`config.mk`:
```
export PLATFORM = sky130hd
export DESIGN_NAME = mem_port_arbiter
export DESIGN_NICKNAME = d
export VERILOG_FILES = /design/src/rtl/mem_port_arbiter.sv
export SDC_FILE = /design/constraint.sdc
export NUM_CORES = 1
export LEC_CHECK = 0
export CELL_PAD_IN_SITES_DETAIL_PLACEMENT = 0
export CELL_PAD_IN_SITES_GLOBAL_PLACEMENT = 1
export CORE_UTILIZATION = 39
export CTS_CLUSTER_DIAMETER = 200
export DETAILED_ROUTE_END_ITERATION = 10
export MAX_ROUTING_LAYER = met4
export PLACE_DENSITY_LB_ADDON = 0.1
export SLEW_MARGIN = 5
export SYNTH_ARGS = -nofsm -noshare
export SYNTH_HDL_FRONTEND = slang
export SYNTH_SLANG_ARGS = --single-unit
```
`constraint.sdc`:
```
create_clock -name clk -period 5.8 [get_ports clk]
set_clock_uncertainty 0.2 [all_clocks]
set_input_delay 1.16 -clock clk [delete_from_list [all_inputs] [get_ports clk]]
set_output_delay 1.16 -clock clk [all_outputs]
set_load 0.02 [all_outputs]
```
`src/rtl/mem_port_arbiter.sv`:
```
// Two-requester memory port arbiter with an in-order completion tracker.
// Define MEM_ARB_RR_EN for round-robin arbitration; otherwise requester 0 has fixed priority.
module mem_port_arbiter #(
   parameter int unsigned MAX_OUTSTANDING = 10,
   parameter int unsigned TAG_W           = 6
) (
   input  logic                                 clk,
   input  logic                                 reset,
   input  logic                                 req0_valid,
   output logic                                 req0_ready,
   input  logic [31:0]                          req0_addr,
   input  logic [31:0]                          req0_data,
   input  logic                                 req0_bms,
   input  logic                                 req0_load,
   input  logic [TAG_W-1:0]                     req0_tag,
   input  logic                                 req1_valid,
   output logic                                 req1_ready,
   input  logic [31:0]                          req1_addr,
   input  logic [31:0]                          req1_data,
   input  logic                                 req1_bms,
   input  logic                                 req1_load,
   input  logic [TAG_W-1:0]                     req1_tag,
   output logic                                 mem_valid,
   output logic [31:0]                          mem_address,
   output logic [31:0]                          mem_store_value,
   output logic                                 mem_bms,
   output logic                                 mem_load_store,
   input  logic                                 mem_rsp_valid,
   input  logic [31:0]                          mem_rsp_value,
   input  logic                                 mem_rsp_load,
   output logic                                 rsp0_valid,
   output logic [31:0]                          rsp0_data,
   output logic [TAG_W-1:0]                     rsp0_tag,
   output logic                                 rsp0_load,
   output logic                                 rsp1_valid,
   output logic [31:0]                          rsp1_data,
   output logic [TAG_W-1:0]                     rsp1_tag,
   output logic                                 rsp1_load,
   output logic [$clog2(MAX_OUTSTANDING+1)-1:0] outstanding,
   output logic                                 err
);

   localparam int unsigned CNT_W = $clog2(MAX_OUTSTANDING + 1);
   localparam int unsigned PTR_W = (MAX_OUTSTANDING > 1) ? $clog2(MAX_OUTSTANDING) : 1;

   typedef struct packed {
      logic             id;
      logic [TAG_W-1:0] tag;
      logic             load;
   } trk_t;

   function automatic logic [PTR_W-1:0] ptr_inc(input logic [PTR_W-1:0] p);
      return (p == PTR_W'(MAX_OUTSTANDING - 1)) ? '0 : p + PTR_W'(1);
   endfunction

   trk_t [MAX_OUTSTANDING-1:0] fifo_q, fifo_d;
   logic [PTR_W-1:0]           wr_ptr_q, wr_ptr_d, rd_ptr_q, rd_ptr_d;
   logic [CNT_W-1:0]           count_q, count_d;
   logic                       err_q, err_d;

   logic                       mem_valid_q, mem_valid_d;
   logic [31:0]                mem_address_q, mem_address_d;
   logic [31:0]                mem_store_value_q, mem_store_value_d;
   logic                       mem_bms_q, mem_bms_d;
   logic                       mem_load_store_q, mem_load_store_d;

   logic                       rsp0_valid_q, rsp0_valid_d, rsp1_valid_q, rsp1_valid_d;
   logic [31:0]                rsp0_data_q, rsp0_data_d, rsp1_data_q, rsp1_data_d;
   logic [TAG_W-1:0]           rsp0_tag_q, rsp0_tag_d, rsp1_tag_q, rsp1_tag_d;
   logic                       rsp0_load_q, rsp0_load_d, rsp1_load_q, rsp1_load_d;

   logic                       grant_any, grant_id;
   logic                       full_c, empty_c, pop_c, can_accept_c, push_c;
   logic [31:0]                sel_addr, sel_data;
   logic                       sel_bms, sel_load;
   logic [TAG_W-1:0]           sel_tag;
   trk_t                       head_c;

`ifdef MEM_ARB_RR_EN
   logic rr_ptr_q, rr_ptr_d;

   // Pointer hands priority to the other requester after every accepted grant.
   always_comb begin
      rr_ptr_d = rr_ptr_q;
      if (push_c) rr_ptr_d = ~grant_id;
   end

   always_ff @(posedge clk or negedge reset) begin
      if (!reset) rr_ptr_q <= 1'b0;
      else        rr_ptr_q <= rr_ptr_d;
   end
`endif

   always_comb begin
      grant_any = req0_valid | req1_valid;
`ifdef MEM_ARB_RR_EN
      grant_id  = (req0_valid & req1_valid) ? rr_ptr_q : ~req0_valid;
`else
      grant_id  = ~req0_valid;
`endif
   end

   // A full tracker still accepts when the head retires in the same cycle.
   assign full_c       = (count_q == CNT_W'(MAX_OUTSTANDING));
   assign empty_c      = (count_q == '0);
   assign pop_c        = mem_rsp_valid & ~empty_c;
   assign can_accept_c = reset & (~full_c | mem_rsp_valid);
   assign req0_ready   = can_accept_c & grant_any & ~grant_id;
   assign req1_ready   = can_accept_c & grant_any & grant_id;
   assign push_c       = (req0_valid & req0_ready) | (req1_valid & req1_ready);
   assign head_c       = fifo_q[rd_ptr_q];

   always_comb begin
      sel_addr = grant_id ? req1_addr : req0_addr;
      sel_data = grant_id ? req1_data : req0_data;
      sel_bms  = grant_id ? req1_bms  : req0_bms;
      sel_load = grant_id ? req1_load : req0_load;
      sel_tag  = grant_id ? req1_tag  : req0_tag;
   end

   always_comb begin
      fifo_d            = fifo_q;
      wr_ptr_d          = wr_ptr_q;
      rd_ptr_d          = rd_ptr_q;
      err_d             = err_q;
      mem_valid_d       = 1'b0;
      mem_address_d     = '0;
      mem_store_value_d = '0;
      mem_bms_d         = 1'b0;
      mem_load_store_d  = 1'b0;
      rsp0_valid_d      = 1'b0;
      rsp0_data_d       = '0;
      rsp0_tag_d        = '0;
      rsp0_load_d       = 1'b0;
      rsp1_valid_d      = 1'b0;
      rsp1_data_d       = '0;
      rsp1_tag_d        = '0;
      rsp1_load_d       = 1'b0;

      if (push_c) begin
         fifo_d[wr_ptr_q]  = '{id: grant_id, tag: sel_tag, load: sel_load};
         wr_ptr_d          = ptr_inc(wr_ptr_q);
         mem_valid_d       = 1'b1;
         mem_address_d     = sel_addr;
         mem_store_value_d = sel_load ? 32'h0 : sel_data;
         mem_bms_d         = sel_bms;
         mem_load_store_d  = sel_load;
      end

      // Completions retire strictly in issue order; stray or mistyped ones latch err.
      if (mem_rsp_valid) begin
         if (empty_c) begin
            err_d = 1'b1;
         end else begin
            if (mem_rsp_load != head_c.load) err_d = 1'b1;
            rd_ptr_d = ptr_inc(rd_ptr_q);
            if (head_c.id) begin
               rsp1_valid_d = 1'b1;
               rsp1_data_d  = head_c.load ? mem_rsp_value : 32'h0;
               rsp1_tag_d   = head_c.tag;
               rsp1_load_d  = head_c.load;
            end else begin
               rsp0_valid_d = 1'b1;
               rsp0_data_d  = head_c.load ? mem_rsp_value : 32'h0;
               rsp0_tag_d   = head_c.tag;
               rsp0_load_d  = head_c.load;
            end
         end
      end

      count_d = count_q + CNT_W'(push_c) - CNT_W'(pop_c);
   end

   always_ff @(posedge clk or negedge reset) begin
      if (!reset) begin
         fifo_q            <= '0;
         wr_ptr_q          <= '0;
         rd_ptr_q          <= '0;
         count_q           <= '0;
         err_q             <= 1'b0;
         mem_valid_q       <= 1'b0;
         mem_address_q     <= '0;
         mem_store_value_q <= '0;
         mem_bms_q         <= 1'b0;
         mem_load_store_q  <= 1'b0;
         rsp0_valid_q      <= 1'b0;
         rsp0_data_q       <= '0;
         rsp0_tag_q        <= '0;
         rsp0_load_q       <= 1'b0;
         rsp1_valid_q      <= 1'b0;
         rsp1_data_q       <= '0;
         rsp1_tag_q        <= '0;
         rsp1_load_q       <= 1'b0;
      end else begin
         fifo_q            <= fifo_d;
         wr_ptr_q          <= wr_ptr_d;
         rd_ptr_q          <= rd_ptr_d;
         count_q           <= count_d;
         err_q             <= err_d;
         mem_valid_q       <= mem_valid_d;
         mem_address_q     <= mem_address_d;
         mem_store_value_q <= mem_store_value_d;
         mem_bms_q         <= mem_bms_d;
         mem_load_store_q  <= mem_load_store_d;
         rsp0_valid_q      <= rsp0_valid_d;
         rsp0_data_q       <= rsp0_data_d;
         rsp0_tag_q        <= rsp0_tag_d;
         rsp0_load_q       <= rsp0_load_d;
         rsp1_valid_q      <= rsp1_valid_d;
         rsp1_data_q       <= rsp1_data_d;
         rsp1_tag_q        <= rsp1_tag_d;
         rsp1_load_q       <= rsp1_load_d;
      end
   end

   assign mem_valid       = mem_valid_q;
   assign mem_address     = mem_address_q;
   assign mem_store_value = mem_store_value_q;
   assign mem_bms         = mem_bms_q;
   assign mem_load_store  = mem_load_store_q;
   assign rsp0_valid      = rsp0_valid_q;
   assign rsp0_data       = rsp0_data_q;
   assign rsp0_tag        = rsp0_tag_q;
   assign rsp0_load       = rsp0_load_q;
   assign rsp1_valid      = rsp1_valid_q;
   assign rsp1_data       = rsp1_data_q;
   assign rsp1_tag        = rsp1_tag_q;
   assign rsp1_load       = rsp1_load_q;
   assign outstanding     = count_q;
   assign err             = err_q;

endmodule
```
# Word-level counts from Yosys, hierarchy flattened
# Index checks and enable logic that the tools add are counted.
# totals
regBits	240
word_cells	121
# classes
addsub	4
n_eq_ne	4
n_reduce_logical	5
magnitude_cmp	3
mux	45
n_bitwise	13
# ops
operator	count
32-bit 2-to-1 mux	12
80-bit bitwise mux	1
6-bit 2-to-1 mux	7
8-bit binary-select mux with 4-bit select	1
8-bit demux with 4-bit select	1
1-bit 2-to-1 mux	19
8-bit 2-to-1 mux	2
4-bit == test (second input constant)	3
4-bit by 5-bit < comparator with 1-bit output (second input constant)	2
4-bit by 1-bit adder with 4-bit output (second input constant)	2
4-bit 2-to-1 mux	2
1-bit AND	7
4-bit by 1-bit adder with 4-bit output	1
4-bit by 1-bit >= comparator with 1-bit output (second input constant)	1
4-bit logical NOT	1
2-bit AND reduction	2
4-bit by 1-bit subtractor with 4-bit output	1
1-bit NOT	3
1-bit OR	3
2-bit nonzero test	1
1-bit logical AND	1
1-bit != test	1

# Logic depth before layout (Yosys ltp)
# depth
word_depth	10
mapped_depth	12
ltp_nobuf	11

# Worst setup path before layout
# Ideal clock, no wire load.
# synth_timing
kind	input to output
startpoint	input req0_valid
endpoint	output req1_ready
arrival_ns	2.179
path_slack_ns	2.261
required_time_ns	4.440
stages	4
cell_sequence	buf_4 > and4b_1 > clkbuf_1 > buf_1
# synth_via
elab_chain_cells	3
word_cells_on_any_way	4
cone_classes	4 x bitwise
# synth_lines
element	line_no	rtl
start, declared	9	input logic req0_valid,
1-bit OR	95	grant_any = req0_valid | req1_valid;
1-bit AND	109	assign req1_ready = can_accept_c & grant_any & grant_id;
1-bit AND *	109	
end, declared	17	output logic req1_ready,
# Mark *: on every way between the ends. The rest lies on a longest branch, timed or not.

# Final worst setup path
# layout_timing
startpoint	input mem_rsp_valid
endpoint	output req1_ready
# layout_via
elab_chain_cells	4
# layout_lines
element	line_no	rtl
start, declared	28	input logic mem_rsp_valid,
1-bit OR	107	assign can_accept_c = reset & (~full_c | mem_rsp_valid);
1-bit AND	107	
1-bit AND (2 in series)	109	
# No other way between the ends.

==> out/results.tsv <==
metric	value	unit
outcome	completed	
Reg clk slew, reported paths	60	ps
fin crit share	78.9	%
peak supply drop	223	uV
Syn Std Cell Area	9760	um2
CTS buffer count	26	
WL final	26600	um
clk sinks	240	
layout cells sized above 1	15.9	%
startpoint types	input port	
Hold Buf Count CTS	0	
vias in the first global route	7025	
Clock Tree Buf Depth	3	
CP Capture Type	output port	
placed cells	1327	
MaxCap Viol Count	0	
io pins	336	
asr flop ratio synth	100	%
Syn Area/Cell	13.9	um2
Worst EP required	4440	ps
beginning of the critical path	mem_rsp_valid	
first-pass GRT wire length	41300	um
Root Buffer	clkbuf_16	
Hold Crit Class	reg -> reg	
CP bufs+invs	3	
Seq/Total Area, Yosys	61.5	%
Overflow after GRT	0	
Pwr Total	6.58	mW
Die Wd	160	um
synth cell count leaders	dfrtp_1, mux2_2, and3_1	
fin cells	1374	
Starting Density	39.9	%
Via density	4.93	
# nets final	1220	
Die Y-Extent	160	um
Post-CTS Setup Bufs	0	
ranking of synthesized cells by area	dfrtp_1, mux2_2, mux2i_1	
Synth Area in Simple Gates	9.92	%
H-tree lvl count	1	
# port buffers	335	
CTS tree	built	
post-CTS sizing	0	
reg-to-reg endpoint	outstanding[2]	
Die ar.	25700	um2
cell at the slowest stage of the critical path	clkdlybuf4s50_1	
Top Family by Delay on Critical Path	buffers and inverters	
final setup vio count	0	
Worst Hold End	fifo_q[31]	
final setup TNS	0	ps
CP arrival	3220	ps
max-slew violation count	0	
GRT Total Usage	21.7	%
RSZ-0062 raised after global routing	no	
Rel. slew slack	29.9	%
Hold Vio Cnt, Final	0	
WHS Path Cells	2	
most frequent cell after synthesis	dfrtp_1	
complex-gate fraction of the synthesized area	5.52	%
Setup CP Type	in -> out	
hold_sp	fifo_q[31]	
hpwl dp	18900	um
Layout area overhead	46.5	%
CORE AREA	24500	um2
min Tclk post-route	4580	ps
Yosys reg bits	240	
Synth Warn #	0	
Skew-Pair Late Insertion Delay	530	ps
pwr/cell area	460	nW/um2
crit path max fanout	36	
top cell type's share of synthesized area	61.5	%
R2R setup slack	2730	ps
post-synthesis mux area share	18.4	%
initial antenna violation count	0	
Final ANT Viol Nets	0	
largest family of logic cells by synthesized area	multiplexers	
number of remaining DRC errors	0	
CP Cell Sequence	clkdlybuf4s50_1, nand4bb_2, and4b_1, buf_4, clkdlybuf4s50_1	
# diodes	0	
Yosys cell types	51	
drt wl/cell	19.3	um
Final GP Congestion	0.808	
crit-path most repeated cell	clkdlybuf4s50_1	
Net Count, Synth	891	
xor and xnor area share after synthesis	0.538	%
Leak	6.66	nW
R2R cell count	11	
Post-Synthesis Cells	702	
vias	6774	
number of flops mapped to enable cells by yosys	0	
CP max stage delay	690	ps
area leader, netlist	dfrtp_1	
FP Rows	57	
adder-cell share of the synthesized area	0.974	%
drt initial violations	341	
f_max	0.219	GHz
worst r2r src	outstanding[2]	
Main synth FF type	dfrtp_1	
first drt pass iteration count	4	
worst slew pin tran	1050	ps
largest net degree at the start of global routing	74	
## routing by layer
layer	part of all wire (%)	vias to the layer above	global-route usage (%)
met5	0	-	-
met4	2.7	0	6.36
met3	6.4	51	4.29
met2	48	275	34.3
met1	43	3294	28.3
li1	-	3154	-
## power by group
group          internal [mW]  switching [mW]  leakage [nW]
registers               2.16           0.272          3.13
clock network           1.08           0.673         0.443
logic                   1.19            1.21          3.09
total                   4.43            2.15          6.66
## stage by stage
stage	utilization (%)	setup WS [ps]	hold WS (ps)	cell area (um2)
after floorplan	-	2260	245	9760
after global placement	54.7	1260	258	13400
after detailed placement	54.7	1250	276	13400
after CTS	58.5	1240	290	14300
after global routing	58.5	1150	313	14300
final	58.5	1220	291	14300
## tightest hold or removal path, stage by stage, from the launching register on
cell and delay [ps]:
dfrtp_1 340, nand2_1 50, o21ai_0 60
## flip-flops by register name (all words and copies together), names as in the netlist
register         cells
outstanding          4
mem_store_value     32
rsp1_tag             6
rd_ptr_q             4
rsp0_data           32
rsp1_data           32
mem_load_store       1
fifo_q              80
mem_valid            1
wr_ptr_q             4
rsp1_valid           1
mem_bms              1
rsp0_tag             6
mem_address         32
rsp1_load            1
rsp0_valid           1
err                  1
rsp0_load            1
## worst max path at each step
stage                            end  cells past startpoint  slack, ps
after floorplan           req1_ready                      4       2260
after detailed placement  req1_ready                      5       1250
final                     req1_ready                      5       1220
after global routing      req1_ready                      5       1150
after global placement    req1_ready                      5       1260
after CTS                 req1_ready                      5       1240
## layout make-up
cell class	instances	area, um2
fillers	2005	10200
inverters	22	85.1
repair buffers	345	3430
clock buffers	37	753
flip-flops and latches	240	6010
multi-input cells	396	3460
clock inverters	10	161
well taps	324	405
## logic make-up (layout without fill, tap and decap cells)
logic type / count (synthesis) / after routing
flops: 240 / 240
xor+xnor: 6 / 6
mux: 144 / 144
buf+inv: 66 / 414
simple gates: 170 / 170
compound gates: 69 / 69
fa+ha+maj: 7 / 7
## cell usage in the layout, fill, tap and decap left out, drive strengths merged, types with 6 or more instances in the layout
| cell type | n |
|---|---|
| a21oi | 8 |
| a221oi | 6 |
| a22o | 36 |
| and3 | 66 |
| buf | 12 |
| clkbuf | 37 |
| clkdlybuf4s50 | 333 |
| dfrtp | 240 |
| ha | 6 |
| inv | 21 |
| mux2 | 82 |
| mux2i | 46 |
| mux4 | 16 |
| nand2 | 12 |
| nor2 | 49 |
| nor3 | 9 |
| o21ai | 8 |
| or2 | 7 |
No activity file was read; power rests on OpenSTA's default activity.
